[src/rtl/dadda_arb_pkg.sv]
// Shared constants, types and helpers for the multiplier round-robin arbiter.
// The DADDA_ARB_PERF_EN build adds per-requester grant counters to the top.
package dadda_arb_pkg;

    localparam int unsigned OPND_W = 4;
    localparam int unsigned PROD_W = 8;

    typedef logic signed [OPND_W-1:0] opnd_t;
    typedef logic signed [PROD_W-1:0] prod_t;

    typedef enum logic {SlotEmpty, SlotFull} slot_e;

    function automatic int unsigned rr_next(input int unsigned idx, input int unsigned n);
        if (idx + 1 >= n) begin
            return 0;
        end
        return idx + 1;
    endfunction

endpackage

[src/rtl/dadda_arb_rr_pick.sv]
// Combinational round-robin picker: first set request at or after rr_ptr,
// wrapping around, returned as a one-hot grant plus encoded index.
module dadda_arb_rr_pick #(
    parameter int unsigned NUM_REQ = 4,
    parameter int unsigned ID_W    = $clog2(NUM_REQ)
) (
    input  logic [NUM_REQ-1:0] req,
    input  logic [ID_W-1:0]    rr_ptr,
    input  logic               enable,
    output logic [NUM_REQ-1:0] grant,
    output logic [ID_W-1:0]    idx
);

    logic            found;
    logic [ID_W-1:0] cand;

    always_comb begin
        grant = '0;
        idx   = '0;
        found = 1'b0;
        cand  = '0;
        for (int unsigned k = 0; k < NUM_REQ; k++) begin
            cand = ID_W'((32'(rr_ptr) + k) % NUM_REQ);
            if (enable && !found && req[cand]) begin
                found       = 1'b1;
                grant[cand] = 1'b1;
                idx         = cand;
            end
        end
    end

endmodule

[src/rtl/dadda_signed_multiplier_4.sv]
// 4x4 signed combinational multiplier: Baugh-Wooley partial products summed to
// an 8-bit two's-complement product.
module dadda_signed_multiplier_4 (
    output logic [7:0] product,
    input  logic [3:0] A,
    input  logic [3:0] B
);

    logic [3:0][3:0] row;

    for (genvar i = 0; i < 4; i++) begin : g_row
        for (genvar j = 0; j < 4; j++) begin : g_col
            // Sign-row/sign-column terms are inverted; the 8'h90 constant completes it.
            if ((i == 3) != (j == 3)) begin : g_inv
                assign row[i][j] = ~(A[j] & B[i]);
            end else begin : g_pos
                assign row[i][j] = A[j] & B[i];
            end
        end
    end

    assign product = {4'b0000, row[0]}
                   + {3'b000, row[1], 1'b0}
                   + {2'b00, row[2], 2'b00}
                   + {1'b0, row[3], 3'b000}
                   + 8'h90;

endmodule

[src/rtl/dadda_mult4_rr_arbiter.sv]
// Round-robin sharing of one 4x4 signed multiplier among NUM_REQ requesters.
// Define DADDA_ARB_PERF_EN to add perf_clr and saturating grant_cnt counters.
module dadda_mult4_rr_arbiter
    import dadda_arb_pkg::*;
#(
    parameter int unsigned NUM_REQ = 4,
    parameter int unsigned ID_W    = $clog2(NUM_REQ)
) (
    input  logic                   clk,
    input  logic                   rst_n,
    input  logic [NUM_REQ-1:0]     req_valid,
    output logic [NUM_REQ-1:0]     req_ready,
    input  logic [4*NUM_REQ-1:0]   req_a,
    input  logic [4*NUM_REQ-1:0]   req_b,
    output logic                   rsp_valid,
    input  logic                   rsp_ready,
    output logic [7:0]             rsp_product,
    output logic [ID_W-1:0]        rsp_id
`ifdef DADDA_ARB_PERF_EN
    ,
    input  logic                   perf_clr,
    output logic [16*NUM_REQ-1:0]  grant_cnt
`endif
);

    logic [NUM_REQ-1:0] grant;
    logic [ID_W-1:0]    grant_idx;
    logic               slot_free;
    logic               fire;

    slot_e              slot_q, slot_d;
    prod_t              prod_q, prod_d;
    logic [ID_W-1:0]    id_q, id_d;
    logic [ID_W-1:0]    rr_ptr_q, rr_ptr_d;

    opnd_t              mul_a, mul_b;
    prod_t              mul_p;

    // A full slot still accepts when it drains this cycle.
    assign slot_free = (slot_q == SlotEmpty) | rsp_ready;

    dadda_arb_rr_pick #(
        .NUM_REQ (NUM_REQ),
        .ID_W    (ID_W)
    ) u_pick (
        .req    (req_valid),
        .rr_ptr (rr_ptr_q),
        .enable (rst_n & slot_free),
        .grant  (grant),
        .idx    (grant_idx)
    );

    assign req_ready = grant;
    assign fire      = |grant;

    always_comb begin
        mul_a = '0;
        mul_b = '0;
        for (int unsigned i = 0; i < NUM_REQ; i++) begin
            if (grant[i]) begin
                mul_a = req_a[4*i +: 4];
                mul_b = req_b[4*i +: 4];
            end
        end
    end

    dadda_signed_multiplier_4 u_mult (
        .product (mul_p),
        .A       (mul_a),
        .B       (mul_b)
    );

    always_comb begin
        slot_d   = slot_q;
        prod_d   = prod_q;
        id_d     = id_q;
        rr_ptr_d = rr_ptr_q;
        if (fire) begin
            slot_d   = SlotFull;
            prod_d   = mul_p;
            id_d     = grant_idx;
            rr_ptr_d = ID_W'(rr_next(32'(grant_idx), NUM_REQ));
        end else if (rsp_ready) begin
            slot_d = SlotEmpty;
        end
    end

    always_ff @(posedge clk) begin
        if (!rst_n) begin
            slot_q   <= SlotEmpty;
            prod_q   <= '0;
            id_q     <= '0;
            rr_ptr_q <= '0;
        end else begin
            slot_q   <= slot_d;
            prod_q   <= prod_d;
            id_q     <= id_d;
            rr_ptr_q <= rr_ptr_d;
        end
    end

    assign rsp_valid   = (slot_q == SlotFull);
    assign rsp_product = prod_q;
    assign rsp_id      = id_q;

`ifdef DADDA_ARB_PERF_EN
    for (genvar i = 0; i < NUM_REQ; i++) begin : g_cnt
        logic [15:0] cnt_q;

        always_ff @(posedge clk) begin
            if (!rst_n || perf_clr) begin
                cnt_q <= '0;
            end else if (grant[i] && cnt_q != 16'hFFFF) begin
                cnt_q <= cnt_q + 16'd1;
            end
        end

        assign grant_cnt[16*i +: 16] = cnt_q;
    end
`endif

endmodule

[config.mk]
export PLATFORM = sky130hd
export DESIGN_NAME = dadda_mult4_rr_arbiter
export DESIGN_NICKNAME = d
export VERILOG_FILES = /design/src/rtl/dadda_arb_pkg.sv /design/src/rtl/dadda_arb_rr_pick.sv /design/src/rtl/dadda_signed_multiplier_4.sv /design/src/rtl/dadda_mult4_rr_arbiter.sv
export SDC_FILE = /design/constraint.sdc
export NUM_CORES = 1
export LEC_CHECK = 0
export BUFFER_PORTS_ARGS = -buffer_cell sky130_fd_sc_hd__buf_2
export CAP_MARGIN = 20
export CORE_ASPECT_RATIO = 0.6
export CORE_MARGIN = 5
export CORE_UTILIZATION = 44
export CTS_CLUSTER_DIAMETER = 30
export DETAILED_ROUTE_END_ITERATION = 7
export PLACE_DENSITY = 0.7
export SYNTH_ARGS = -nofsm -noshare
export SYNTH_HDL_FRONTEND = slang
export SYNTH_SLANG_ARGS = --single-unit
[constraint.sdc]
create_clock -name clk -period 6.03 [get_ports clk]
set_clock_uncertainty 0.05 [all_clocks]
set_input_delay 0.3015 -clock clk [delete_from_list [all_inputs] [get_ports clk]]
set_output_delay 0.3015 -clock clk [all_outputs]
set_load 0.05 [all_outputs]
==> results of run 1 <==
==> sequential cells by signal, summed over array words and instances, names as in the netlist, named ones only <==
signal,cells
rr_ptr_q,1
rsp_id,2
rsp_product,8
rsp_valid,1
==> synthesized netlist by cell type (all sizes together) <==
master | number | share of area
o22ai | 6 | 0.033
o211ai | 1 | 0.0072
clkinv | 2 | 0.0079
dfxtp | 13 | 0.15
nand2 | 23 | 0.051
and2b | 3 | 0.014
a21o | 8 | 0.034
nor3 | 1 | 0.0029
nand3b | 6 | 0.026
a31oi | 5 | 0.022
mux4 | 4 | 0.052
nor2 | 11 | 0.035
nand3 | 8 | 0.023
nand2b | 4 | 0.014
xor2 | 2 | 0.010
o22a | 1 | 0.0057
or4b | 2 | 0.014
buf | 4 | 0.031
a211o | 1 | 0.0057
and2 | 3 | 0.011
mux2i | 8 | 0.046
o21a | 1 | 0.0043
ha | 18 | 0.13
a22oi | 2 | 0.011
a21oi | 13 | 0.052
fa | 5 | 0.057
xnor2 | 3 | 0.015
o21ai | 6 | 0.017
nor2b | 14 | 0.055
o211a | 3 | 0.017
clkdlybuf4s15 | 1 | 0.0057
inv | 10 | 0.022
a31o | 3 | 0.015
dlygate4sd3 | 1 | 0.0057
==> stage by stage <==
stage	area, um2	utilization	instances	hold WS [ns]	total power [mW]
5_1_grt	2060	0.551	296	0.382	1.49
3_5_place_dp	2000	0.535	291	0.434	1.24
4_1_cts	2050	0.547	295	0.366	1.33
6_report	2060	0.551	296	0.366	1.33
3_3_place_gp	2000	0.535	291	0.444	1.23
2_1_floorplan	1740	-	196	0.380	1.07
==> worst register-to-register path: cells and delay by family, from the launching register on <==
family                   cells  cell delay [ns]
adder cells (fa/ha/maj)      7             2.52
AND/OR/NAND/NOR              4             0.93
AO/OA/AOI/OAI                4             0.61
multiplexers                 2             0.52
flip-flops                   1             0.41
XOR/XNOR                     2             0.32
buffers and inverters        2             0.21
==> what timing repair did <==
action,CTS,global route
gates resized for setup,0,3
endpoints found under the setup margin,0,3
setup buffers,0,1
==> worst max path at each step <==
stage                          end  slack [ns]        start  cells past startpoint
floorplan           rsp_product[6]        0.47     register                     24
global placement    rsp_product[6]        0.41  rr_ptr_q[1]                     24
detailed placement  rsp_product[6]        0.24  rr_ptr_q[1]                     21
CTS                 rsp_product[6]        0.24  rr_ptr_q[1]                     21
global route        rsp_product[7]       0.003  rr_ptr_q[1]                     22
finish              rsp_product[6]        0.37  rr_ptr_q[1]                     21
==> metal layers <==
layer | global-route usage | vias to the layer above | routed length (um)
met3 | 0.0587 | 2 | 485
met4 | 0.0272 | 0 | 10
met2 | 0.222 | 69 | 1520
met5 | 0 | - | 0
met1 | 0.245 | 718 | 2280
li1 | - | 806 | -
==> layout make-up <==
class / instances / share of cell area
Clock buffer: 3 / 0.0200
Clock inverter: 1 / 0.00242
Inverter: 12 / 0.0248
Multi-Input combinational cell: 165 / 0.662
Sequential cell: 13 / 0.127
Tap cell: 47 / 0.0285
Timing Repair Buffer: 55 / 0.136
==> where the power goes <==
| part | switching (mW) | internal (mW) | total [mW] |
|---|---|---|---|
| Sequential | 0.0190 | 0.118 | 0.137 |
| Clock | 0.0336 | 0.0457 | 0.0793 |
| Combinational | 0.656 | 0.460 | 1.12 |
| Total | 0.708 | 0.623 | 1.33 |
==> logic make-up (layout without fill, tap and decap cells) <==
family / count (synthesis) / after routing / synth area share
and+or+nand+nor: 75 / 75 / 0.245
AOI/OAI and AO/OA: 50 / 50 / 0.225
adders and majority gates: 23 / 23 / 0.187
buffers and inverters: 18 / 71 / 0.0717
DFF: 13 / 13 / 0.149
muxes: 12 / 12 / 0.0976
xor gates and xnor gates: 5 / 5 / 0.0251
==> results.json, run 1 <==
{
  "seq_area_um2": 262,
  "n_antenna_cell": 0,
  "final_common_cell": "buf_2",
  "core-area_mm2": 0.00374,
  "end_kind": "register",
  "worst_pin_slew_ns": 0.780,
  "rows": 17,
  "wl_per_cell_um": 14.5,
  "tns_ns": 0,
  "vdd_drop_max_mv": 0.411,
  "synthCells": 196,
  "vias": 1595,
  "critical-path-max-stage-delay_ns": 0.64,
  "final_antenna_net_count": 0,
  "path_cells": "inv_1 -> ha_1 -> mux4_2 -> or4b_4 -> a21oi_4 -> nor2_4 -> o21ai_0 -> a31oi_1 -> a21o_1 -> nor2b_1 -> ha_1 -> fa_1 -> xor2_1 -> fa_1 -> fa_1 -> ha_1 -> inv_1 -> fa_1 -> xnor2_1 -> mux2i_1 -> nor2b_1",
  "root_buffer": "clkbuf_8",
  "maxSlewViolCount": 0,
  "htreeDepth": 1,
  "rsz0062_at_grt": "no",
  "critPathRequiredTime_ns": 6.12,
  "maxSlewHeadroom": 0.480,
  "path_max_fanout": 9,
  "power_density_mw_per_mm2": 645,
  "routed_via_density": 5.39,
  "die-area_mm2": 0.00536,
  "hold_depth": 2,
  "path_clk_slew_ns": 0.06,
  "pre_cts_slack_ns": 0.237,
  "area_growth_pct": 18.4,
  "clockBufferDepth": 2,
  "cts.sink_count": 13,
  "ys_types": 49,
  "start_util": 0.466,
  "gr-usage-all-layers": 0.163,
  "status": "finished clean",
  "syn_area_per_cell_um2": 8.90,
  "cts_made_buffers": 3,
  "grt_pass1_wl_um": 7220,
  "r2r_start": "rr_ptr_q[1]",
  "grt.overflow.total": 0,
  "synth_seq_area_share": 0.149,
  "critPathBufInv": 2,
  "most-common-layout-cells": "53 x buf_2, 22 x nand2_1, 18 x ha_1",
  "pin_count": 54,
  "drt_iter0_drc": 109,
  "cts_tree": "done",
  "r2r_end": "rsp_product[6]",
  "drc": 0,
  "ctsHoldBuffers": 0,
  "hold_viol": 0,
  "multi_input_area_mm2": 0.00137,
  "holdPathEnd": "rsp_valid",
  "fp.dieH_um": 58.8,
  "fp.dieW_um": 91.3,
  "yosysWarnings": 0,
  "r2r_slack_ns": 0.37,
  "first_global_vias": 1514,
  "setup_viol": 0,
  "synth-seq-cells": 13,
  "path_common_cell": "fa_1",
  "clk_latency_ns": 0.25,
  "min_from": "rst_n",
  "ff2ff_path_depth": 21,
  "cap_violations": 0,
  "setup_ws_ns": 0.370,
  "cp.arrival_ns": 5.75,
  "cp_slowest_cell": "or4b_4",
  "antenna_found_initial": 0,
  "hold_path.class": "primary input to register",
  "fin_crit_ns": 5.66,
  "wirelength_um": 4300,
  "drive_gt1_frac": 0.353,
  "start_kind": "register",
  "crit_family": "adder cells",
  "nFillCells": 358,
  "synth_nets": 258,
  "dpl.hpwl_um": 3510,
  "finalCritPeriodShare": 0.939,
  "max_freq_mhz": 177,
  "p_leak_nw": 0.984,
  "nNetsFinal": 312,
  "grt_max_degree": 17,
  "syn_area_mm2": 0.00174,
  "gp_congestion": 1.00,
  "io_buffers": 53,
  "dr.pass1.iters": 4,
  "worstSetupPathType": "register to register"
}
Note: power is estimated with default switching activity, not from simulation.
==> run 2, diff against run 1 <==
- CORE_ASPECT_RATIO: 0.6 -> unset
- SLEW_MARGIN: unset -> 0
- clock period: 6.03 -> 5.21 ns (I/O delays scaled with it)
==> run 2 against run 1 <==
Combinational power increased by 36%. Count of clock-buffer cells in the layout unchanged. Sequential cell count unchanged. Utilization increased by 7.3 points. Via count increased by 7.3%. Worst setup slack got worse by 0.30 ns. Critical path type unchanged. Critical endpoint is now rsp_product[5].
==> results.json, run 2 (same netlist as run 1, synthesis figures left out) <==
{
  "critPathRequiredTime_ns": 5.29,
  "rsz0062_at_grt": "yes",
  "min_from": "rst_n",
  "cts.sink_count": 13,
  "rows": 22,
  "whs_ns": 0.325,
  "fp.dieW_um": 73.0,
  "path_cells": "inv_4 -> ha_4 -> mux4_2 -> or4b_4 -> a21oi_4 -> nor2_4 -> o21ai_1 -> a31oi_1 -> a21o_1 -> nor2b_2 -> ha_2 -> fa_2 -> xor2_1 -> fa_2 -> fa_1 -> ha_2 -> inv_2 -> fa_2 -> nand2_1 -> o211a_1",
  "power_density_mw_per_mm2": 758,
  "end_kind": "register",
  "p_leak_nw": 1.10,
  "crit_family": "adder cells",
  "grt_use_met2": 0.290,
  "start_kind": "register",
  "io_buffers": 53,
  "vias": 1712,
  "grt_max_degree": 17,
  "n_antenna_cell": 0,
  "grt_pass1_wl_um": 7250,
  "htreeDepth": 1,
  "finalCritPeriodShare": 0.986,
  "antenna_found_initial": 0,
  "gr-usage-all-layers": 0.167,
  "critPathBufInv": 2,
  "path_max_fanout": 7,
  "worst_pin_slew_ns": 0.755,
  "worstSetupPathType": "register to register",
  "final_common_cell": "buf_2",
  "use_met1": 0.226,
  "cts_tree": "done",
  "largest_reg_flops": 8,
  "dpl.hpwl_um": 3620,
  "cp_slowest_cell": "or4b_4",
  "ctsHoldBuffers": 0,
  "setup_ws_ns": 0.0722,
  "vdd_drop_max_mv": 0.635,
  "fin_crit_ns": 5.14,
  "root_buffer": "clkbuf_8",
  "drt_iter0_drc": 101,
  "drive_gt1_frac": 0.474,
  "most-common-layout-cells": "53 x buf_2, 22 x nand2_1, 21 x buf_4",
  "dr.pass1.iters": 4,
  "pre_cts_slack_ns": -0.0299,
  "wirelength_um": 4460,
  "gp_congestion": 0.954,
  "top_usage_layer": "met2",
  "die-area_mm2": 0.00532,
  "power_mw": 1.77,
  "routed_via_density": 5.38,
  "grt_use_met3": 0.0275,
  "path_clk_slew_ns": 0.06,
  "status": "finished clean",
  "first_global_vias": 1640,
  "path_common_cell": "fa_2",
  "drc": 0,
  "maxSlewHeadroom": 0.497,
  "clk_latency_ns": 0.24,
  "wl_per_cell_um": 14.0,
  "max_freq_mhz": 195,
  "cap_violations": 0,
  "fp.dieH_um": 73.0,
  "critical-path-max-stage-delay_ns": 0.64,
  "core-area_mm2": 0.00374,
  "clockBufferDepth": 2,
  "cts_made_buffers": 3,
  "hold_path.class": "primary input to register",
  "area_growth_pct": 34.0,
  "final_antenna_net_count": 0,
  "pin_count": 54,
  "cp.arrival_ns": 5.22,
  "grt.overflow.total": 0,
  "maxSlewViolCount": 0,
  "hold_viol": 0,
  "setup_viol": 0,
  "start_util": 0.466,
  "nNetsFinal": 333
}
==> run 2: worst paths after layout <==
check / to / cells past startpoint / slack, ns
max: rsp_product[5] / 20 / 0.07
max reg2reg: rsp_product[5] / 20 / 0.07
min reg2reg: rsp_product[7] / 1 / 0.46
min: register / 2 / 0.32
==> run 2: through the flow <==
stage	setup TNS [ns]	util	instances	instance area [um2]
3_5_place_dp	-0.0299	0.581	306	2180
4_1_cts	0	0.594	310	2220
2_1_floorplan	-0.137	-	196	1820
5_1_grt	-0.503	0.624	318	2340
6_report	0	0.624	318	2340
3_3_place_gp	0	0.581	306	2180
==> run 2: metal layers <==
layer | wire length [um] | vias up | part of all wire
met4 | 0 | 0 | 0
met3 | 369 | 0 | 0.083
met5 | 0 | - | 0
met1 | 2050 | 796 | 0.46
met2 | 2040 | 72 | 0.46
li1 | - | 844 | -
==> run 2: repair_timing <==
| item | 4_1_cts | 5_1_grt |
|---|---|---|
| pin swaps | 1 | 16 |
| setup buffers | 0 | 8 |
| cloned | 0 | 0 |
| gates resized for setup | 0 | 13 |
| endpoints found under the setup margin | 2 | 3 |
==> run 2: final cells by class <==
| cell class | instances | area (um2) |
|---|---|---|
| clock buffers | 3 | 41.3 |
| clock inverters | 1 | 5.00 |
| fillers | 336 | 1410 |
| inverters | 12 | 53.8 |
| multi-input cells | 165 | 1470 |
| flip-flops and latches | 13 | 265 |
| well taps | 48 | 60.1 |
| repair buffers | 76 | 445 |
==> run 2: report_power, final <==
| group | total (mW) | switching, mW | leakage, nW | internal, mW |
|---|---|---|---|---|
| Clock | 0.0902 | 0.0374 | 0.0255 | 0.0528 |
| Combinational | 1.52 | 0.828 | 0.963 | 0.696 |
| Sequential | 0.159 | 0.0210 | 0.107 | 0.138 |
| Total | 1.77 | 0.886 | 1.10 | 0.887 |
==> run 3, diff against run 2 <==
- GPL_TIMING_DRIVEN: unset -> 0
- RECOVER_POWER: unset -> 100
==> run 3 against run 2 <==
Maximum frequency hardly changed. Non-clock buffer count is 8 higher. Critical path depth is 2 higher. First-iteration DRC count is 2.0% lower. Global-route usage is 0.40 points higher. Sequential power is 7% higher. Register-to-register slack hardly changed. Largest power group unchanged.
==> results.json, run 3 (same netlist as run 1, synthesis figures left out) <==
{
  "gp_congestion": 0.828,
  "r2r_slack_ns": 0.07,
  "rows": 22,
  "critPathRequiredTime_ns": 5.30,
  "final_common_cell": "buf_2",
  "fin_cells": 326,
  "pin_count": 54,
  "drc": 0,
  "grt_max_degree": 11,
  "p_leak_nw": 1.09,
  "nNetsFinal": 341,
  "most-common-layout-cells": "40 x buf_2, 24 x buf_4, 22 x nand2_1",
  "power_density_mw_per_mm2": 784,
  "multi_input_area_mm2": 0.00153,
  "largest_reg_flops": 8,
  "end_kind": "register",
  "wl_per_cell_um": 14.3,
  "worst_pin_slew_ns": 0.616,
  "dp.cells": 297,
  "core-area_mm2": 0.00374,
  "die-area_mm2": 0.00532,
  "fin_crit_ns": 5.14,
  "area_growth_pct": 42.0,
  "tns_ns": 0,
  "rsz0062_at_grt": "yes",
  "finalCritPeriodShare": 0.986,
  "grt.overflow.total": 0,
  "crit_start": "rr_ptr_q[1]",
  "nFillCells": 325,
  "drive_gt1_frac": 0.460,
  "power_mw": 1.94,
  "antenna_found_initial": 0,
  "maxSlewViolCount": 0,
  "cts_made_buffers": 3,
  "path_max_fanout": 6,
  "first_global_vias": 1724,
  "path_clk_slew_ns": 0.06,
  "hold_path.class": "primary input to register",
  "crit_family": "adder cells",
  "cap_violations": 0,
  "cp.arrival_ns": 5.23,
  "cp-endpoint": "rsp_product[5]",
  "cts.sink_count": 13,
  "n_antenna_cell": 0,
  "wirelength_um": 4670,
  "dr.pass1.iters": 4,
  "cp.depth": 22,
  "setup_viol": 0,
  "io_buffers": 53,
  "fp.dieH_um": 73.0,
  "clockBufferDepth": 2,
  "status": "finished clean",
  "dpl.hpwl_um": 3360,
  "final_antenna_net_count": 0,
  "max_freq_mhz": 195,
  "r2r_start": "rr_ptr_q[1]",
  "maxSlewHeadroom": 0.591,
  "hold_viol": 0,
  "seq_area_um2": 268,
  "path_cells": "inv_4 -> ha_4 -> mux4_2 -> or4b_4 -> a21oi_4 -> nor2_4 -> buf_6 -> nand3_1 -> a31oi_1 -> a21o_1 -> nor2b_4 -> buf_4 -> fa_2 -> a21oi_2 -> nor2_2 -> fa_1 -> ha_4 -> buf_4 -> inv_1 -> fa_2 -> nand2_1 -> o211a_1",
  "ff2ff_path_depth": 22,
  "cts_tree": "done",
  "vdd_drop_max_mv": 0.534,
  "routed_via_density": 5.36,
  "drt_iter0_drc": 99,
  "start_kind": "register",
  "r2r_end": "rsp_product[5]",
  "root_buffer": "clkbuf_8",
  "gr-usage-all-layers": 0.171,
  "grt_pass1_wl_um": 7470,
  "cp_slowest_cell": "or4b_4",
  "start_util": 0.466,
  "clk_latency_ns": 0.25,
  "ctsHoldBuffers": 0,
  "vias": 1748,
  "htreeDepth": 1,
  "worstSetupPathType": "register to register",
  "critical-path-max-stage-delay_ns": 0.65,
  "critPathBufInv": 5,
  "fp.dieW_um": 73.0
}
run 3: cell types whose count changed in the layout (fill, tap and decap cells not counted), sizes merged:
cell / delta
clkbuf: +13
clkdlybuf4s15: +1
dlygate4sd3: +1
buf: -7
run 3: how the worst min path moves through the flow:
| stage | start | end | cells after the start |
|---|---|---|---|
| after floorplan | rst_n | rsp_product[1] | 1 |
| after global placement | rsp_product[5] | rsp_product[5] | 1 |
| after detailed placement | rsp_product[7] | rsp_product[7] | 1 |
| after CTS | rst_n | rsp_product[1] | 2 |
| after global routing | rst_n | rsp_product[1] | 2 |
| final | rst_n | rsp_product[1] | 2 |
run 3: routing by layer:
metal  vias up  wire (um)  GRT usage
met1       807       2210      0.225
met4         0         31     0.0410
li1        869          -          -
met5         -          0          0
met3         4        362     0.0331
met2        68       2060      0.287
run 3: per-stage QoR:
stage / instance area [um2] / setup slack [ns] / hold slack, ns / utilization
global route: 2480 / -0.158 / 0.284 / 0.662
finish: 2480 / 0.0736 / 0.272 / 0.662
detailed placement: 2140 / -0.328 / 0.439 / 0.572
floorplan: 1820 / -0.0838 / 0.339 / -
global placement: 2140 / -0.312 / 0.436 / 0.572
CTS: 2400 / 0.00792 / 0.271 / 0.640
run 3: cell type report:
cell class / instances / share of cell area
well taps: 48 / 0.0242
flip-flops and latches: 13 / 0.108
clock buffers: 3 / 0.0167
inverters: 12 / 0.0237
multi-input cells: 165 / 0.618
plain buffers: 4 / 0.0207
clock inverters: 1 / 0.00202
repair buffers: 80 / 0.187
run 3: power by group:
group	total (mW)	switching [mW]	internal (mW)
Combinational	1.68	0.876	0.806
Sequential	0.170	0.0304	0.140
Clock	0.0912	0.0384	0.0529
Total	1.94	0.944	0.998
run 3: repair_timing:
| action | in CTS | in global routing |
|---|---|---|
| buffers inserted | 19 | 8 |
| pin swaps | 22 | 15 |
| setup endpoints to repair | 3 | 3 |
| gates resized for setup | 15 | 12 |
